--- src/rtl/serial_adder_ctrl_pkg.sv ---
// Shared definitions for the bit-serial adder controller: FSM state encoding
// and the legal operand-width range.
package serial_adder_ctrl_pkg;

    // Encoding 2'd3 is unused and steers the FSM back to idle.
    typedef enum logic [1:0] {
        ST_IDLE = 2'd0,
        ST_RUN  = 2'd1,
        ST_DONE = 2'd2
    } state_t;

    localparam int WIDTH_MIN = 2;
    localparam int WIDTH_MAX = 32;

    function automatic bit width_ok(input int w);
        return (w >= WIDTH_MIN) && (w <= WIDTH_MAX);
    endfunction

endpackage

--- src/rtl/serial_adder_ctrl_fa_cell.sv ---
// Combinational 1-bit full adder assembled from two half-adder cells and an OR,
// shared by the serial controller across every bit position.
module ha_cell (
    input  logic a,
    input  logic b,
    output logic s,
    output logic c
);
    assign s = a ^ b;
    assign c = a & b;
endmodule

module fa_cell (
    input  logic a,
    input  logic b,
    input  logic cin,
    output logic s,
    output logic cout
);
    logic s_first;
    logic c_first;
    logic c_second;

    ha_cell u_ha_ab (
        .a (a),
        .b (b),
        .s (s_first),
        .c (c_first)
    );

    // Second stage folds in the incoming carry; at most one stage can carry.
    ha_cell u_ha_cin (
        .a (s_first),
        .b (cin),
        .s (s),
        .c (c_second)
    );

    assign cout = c_first | c_second;
endmodule

--- src/rtl/serial_adder_ctrl.sv ---
// Bit-serial adder: one shared full-adder cell walks a WIDTH-bit operand pair
// LSB first under a start/busy/done handshake, yielding sum and carry-out.
module serial_adder_ctrl
    import serial_adder_ctrl_pkg::*;
#(
    parameter int WIDTH = 8
) (
    input  logic             clk,
    input  logic             rst,
    input  logic             start,
    input  logic [WIDTH-1:0] a,
    input  logic [WIDTH-1:0] b,
    output logic             busy,
    output logic             done,
    output logic [WIDTH-1:0] sum,
    output logic             cout
);

    localparam int CW = $clog2(WIDTH);
    localparam logic [CW-1:0] LAST_BIT = CW'(WIDTH - 1);

    if (!width_ok(WIDTH)) begin : g_bad_width
        $error("serial_adder_ctrl: WIDTH %0d outside %0d..%0d", WIDTH, WIDTH_MIN, WIDTH_MAX);
    end

    state_t           state;
    state_t           state_next;
    logic             load;
    logic             step;
    logic             last;

    logic [WIDTH-1:0] a_sh;
    logic [WIDTH-1:0] b_sh;
    logic [WIDTH-1:0] sum_sh;
    logic [WIDTH-1:0] sum_q;
    logic             carry;
    logic             cout_q;
    logic [CW-1:0]    cnt;

    logic             cell_s;
    logic             cell_c;

    fa_cell u_cell (
        .a    (a_sh[0]),
        .b    (b_sh[0]),
        .cin  (carry),
        .s    (cell_s),
        .cout (cell_c)
    );

    always_ff @(posedge clk) begin
        if (rst) begin
            state <= ST_IDLE;
        end else begin
            state <= state_next;
        end
    end

    // start is only looked at in IDLE/DONE, so an unknown start mid-run is harmless.
    always_comb begin
        state_next = ST_IDLE;
        load       = 1'b0;
        step       = 1'b0;
        last       = (cnt == LAST_BIT);
        case (state)
            ST_IDLE: begin
                if (start) begin
                    load       = 1'b1;
                    state_next = ST_RUN;
                end
            end
            ST_RUN: begin
                step       = 1'b1;
                state_next = last ? ST_DONE : ST_RUN;
            end
            ST_DONE: begin
                if (start) begin
                    load       = 1'b1;
                    state_next = ST_RUN;
                end
            end
            default: begin
                state_next = ST_IDLE;
            end
        endcase
    end

    always_ff @(posedge clk) begin
        if (rst) begin
            a_sh   <= '0;
            b_sh   <= '0;
            sum_sh <= '0;
            carry  <= 1'b0;
            cnt    <= '0;
        end else if (load) begin
            a_sh   <= a;
            b_sh   <= b;
            sum_sh <= '0;
            carry  <= 1'b0;
            cnt    <= '0;
        end else if (step) begin
            a_sh   <= a_sh >> 1;
            b_sh   <= b_sh >> 1;
            sum_sh <= {cell_s, sum_sh[WIDTH-1:1]};
            carry  <= cell_c;
            cnt    <= last ? '0 : cnt + CW'(1);
        end
    end

    // Result registers change only on the final bit, keeping the previous
    // answer readable through idle time and the next run.
    always_ff @(posedge clk) begin
        if (rst) begin
            sum_q  <= '0;
            cout_q <= 1'b0;
        end else if (step && last) begin
            sum_q  <= {cell_s, sum_sh[WIDTH-1:1]};
            cout_q <= cell_c;
        end
    end

    assign busy = (state == ST_RUN);
    assign done = (state == ST_DONE);
    assign sum  = sum_q;
    assign cout = cout_q;

endmodule

--- config.mk ---
export PLATFORM = sky130hd
export DESIGN_NAME = serial_adder_ctrl
export DESIGN_NICKNAME = d
export VERILOG_FILES = /design/src/rtl/serial_adder_ctrl_pkg.sv /design/src/rtl/serial_adder_ctrl_fa_cell.sv /design/src/rtl/serial_adder_ctrl.sv
export SDC_FILE = /design/constraint.sdc
export NUM_CORES = 1
export LEC_CHECK = 0
export BUFFER_PORTS_ARGS = -buffer_cell sky130_fd_sc_hd__buf_4
export CORE_ASPECT_RATIO = 1.75
export CORE_MARGIN = 4
export CORE_UTILIZATION = 50
export CTS_CLUSTER_SIZE = 16
export DETAILED_ROUTE_END_ITERATION = 10
export HOLD_SLACK_MARGIN = 0.12
export PLACE_DENSITY = 0.74
export SLEW_MARGIN = 20
export SYNTH_ARGS = -nofsm -noshare
export SYNTH_HDL_FRONTEND = slang
export SYNTH_SLANG_ARGS = --single-unit
export TNS_END_PERCENT = 1
--- constraint.sdc ---
create_clock -name clk -period 3.2 [get_ports clk]
set_input_delay 0.16 -clock clk [delete_from_list [all_inputs] [get_ports clk]]
set_output_delay 0.16 -clock clk [all_outputs]
set_load 0.02 [all_outputs]
==> out/summary.txt <==
status = complete, no violations
Routed WL per cell = 13.44 um
initial core utilization = 51.51%
final hold vios = 0
Post-CTS Setup Repair Bufs = 0
Final ANT Viol Nets = 0
crit path cell chain = nand2b_1 > nand2b_1 > a21oi_1
Syn Std Cell Area = 1491 um^2
CP peak stage delay = 0.60 ns
diode count = 0
Residual DRC = 0
Critical Path End Type = flip-flop
TritonCTS buffer count = 5
GP Congestion = 0.7353
total track usage = 16.69%
WP buf/inv = 0
commonest cells after routing, fill and taps aside = dfxtp_1 (38), nand2_1 (36), buf_4 (30), a21oi_1 (22), nor3_1 (20)
initial antenna violation count = 0
sequential power share = 54.1%
TritonCTS clock tree = done
critical path launch point type = flip-flop
Achievable Freq = 589.7 MHz
RSZ-0062 raised after global routing = false
DR iter-0 viols = 40
FF+latch count, synth = 38
most common cell after layout, fill and taps aside = dfxtp_1
DP Wirelength = 2110 um
Yosys cell types = 23
Comb power frac = 10.8%
CP Class = reg2reg
Final nets = 219
Slew @ Worst Pin = 0.9983 ns
Ys Warns = 0
Post-CTS Hold Buffers = 0
PortBufs = 29
Final Slew Violations = 0
clock sink total = 38
Top Family by Delay on Critical Path = simple AND/OR/NAND/NOR gates
fillcell total = 268
Clk Tree Root Cell = clkbuf_8
clock share of power = 35.1%
Area Growth Syn to Fin = 17.53%
Slew Limit Headroom = 33.31%
CTS clk-pin slew, worst paths = 0.07 ns
Setup-failing EPs final = 0
CP dominant cell by count = nand2b_1
Avg Cell Area, Syn = 8.571 um^2
die width = 49.29 um
final setup TNS = 0 ns
PwrDens = 535.8 nW/um^2
min-delay worst type = in2reg
# IOs = 30
peak supply drop = 0.0005137 V
clk buf depth = 2
vias in the first global route = 1288
vias post-DR = 1292
1st-pass router iterations = 4
Psw = 0.2278 mW
Leak = 0.6727 nW
Mapped Cells = 174
Crit-path slowest cell = nand2b_1
Rows = 26
Syn Nets = 196
Die ar. = 3955 um^2
hold_ws = 0.1655 ns
Sw Share = 24.25%
Arr. time, crit path = 1.90 ns
vias per inst = 5.717
grt total ovfl = 0
share of layout cells above drive strength 1 = 19.19%
Internal = 0.7114 mW
maxcap violations = 0
Worst Path Required = 3.41 ns
# resized after CTS = 0
CP max FO = 19
number of H-tree levels = 2
largest net degree at the start of global routing = 37
clock latency on the worst-skew pair = 0.28 ns
Seq/Total Area, Yosys = 51.01%
core area = 2895 um^2
first-pass GRT wire length = 5250 um
die height = 80.25 um
min cycle time layout = 1.696 ns
period utilisation layout = 53.00%
WL final = 3037 um
Clock Skews = 0.004861 ns
==> final timing paths <==
kind | startpoint | to | slack (ns) | depth (start not counted)
setup reg to reg | state[0]$_SDFF_PP0_ | sum_sh[6]$_SDFFE_PP0N_ | 1.50 | 3
hold reg to reg | cout$_SDFFE_PP0P_ | cout$_SDFFE_PP0P_ | 0.45 | 2
hold / removal | a[0] | a_sh[0]$_SDFFE_PP0P_ | 0.17 | 3
setup / recovery | state[0]$_SDFF_PP0_ | sum_sh[6]$_SDFFE_PP0N_ | 1.50 | 3
==> per-layer routing <==
metal  track usage (%)  part of all wire [%]  vias to the layer above
met3             3.525                   6.2                        8
met5                 0                     0                        -
met4             7.123                   1.6                        0
met1             16.65                    38                      594
li1                  -                     -                      648
met2             32.26                    54                       42
==> tightest hold or removal path: stages <==
cell	delay, ns
buf_4	0.08
a22oi_1	0.06
a21oi_1	0.11
==> stage by stage <==
step | utilization, % | setup slack [ns] | total power, mW | instance area (um^2) | cells
after floorplan | - | 1.993 | 0.5957 | 1491 | 174
after global placement | 57.39 | 1.530 | 0.6174 | 1662 | 218
after detailed placement | 57.39 | 1.507 | 0.6205 | 1662 | 218
after CTS | 60.54 | 1.490 | 0.9451 | 1753 | 226
after global routing | 60.54 | 1.313 | 0.9844 | 1753 | 226
final | 60.54 | 1.504 | 0.9392 | 1753 | 226
==> power by group through the flow <==
stage	sequential [mW]	combinational [mW]	clock, mW
2_1_floorplan	0.514	0.0816	0
3_3_place_gp	0.517	0.100	0
3_5_place_dp	0.519	0.102	0
4_1_cts	0.508	0.102	0.335
5_1_grt	0.510	0.116	0.359
6_report	0.508	0.101	0.330
==> cell usage after synthesis, drive strengths merged <==
cell type	count	area share (%)
o21a	1	0.50
dfxtp	38	51
nand3	11	3.7
a21oi	22	7.4
mux2i	2	1.3
buf	12	5.5
o22ai	9	3.8
nor2b	2	0.84
inv	1	0.42
nor2	5	1.3
a311oi	3	1.8
ha	2	1.7
a22oi	2	1.0
fa	1	1.3
nand3b	1	0.50
or3	1	0.42
nor3	20	6.7
nand2	36	9.1
nand2b	3	1.3
clkbuf	2	0.50
==> area by class of cell <==
type | instances | area (um^2) | share of cell area, %
Sequential cell | 38 | 760.7 | 43.40
Multi-Input combinational cell | 121 | 634.4 | 36.19
Timing Repair Buffer | 30 | 225.2 | 12.85
Clock buffer | 7 | 86.33 | 4.925
Tap cell | 28 | 35.03 | 1.999
Inverter | 1 | 6.256 | 0.3569
Clock inverter | 1 | 5.005 | 0.2855
==> flip-flops by register name (all words and copies together), names as in the netlist <==
register and count:
a_sh 8, b_sh 8, carry 1, cnt 3
cout 1, state 2, sum 8, sum_sh 7
==> cells by family (layout without fill, tap and decap cells) <==
logic type | count (synthesis) | after routing | share of synthesized area, %
and+or+nand+nor | 79 | 79 | 23.74
DFF | 38 | 38 | 51.01
AOI/OAI and AO/OA | 37 | 37 | 14.43
buffers and inverters | 15 | 39 | 6.460
adders and majority gates | 3 | 3 | 3.020
muxes | 2 | 2 | 1.342
Note: power is estimated with default switching activity, not from simulation.
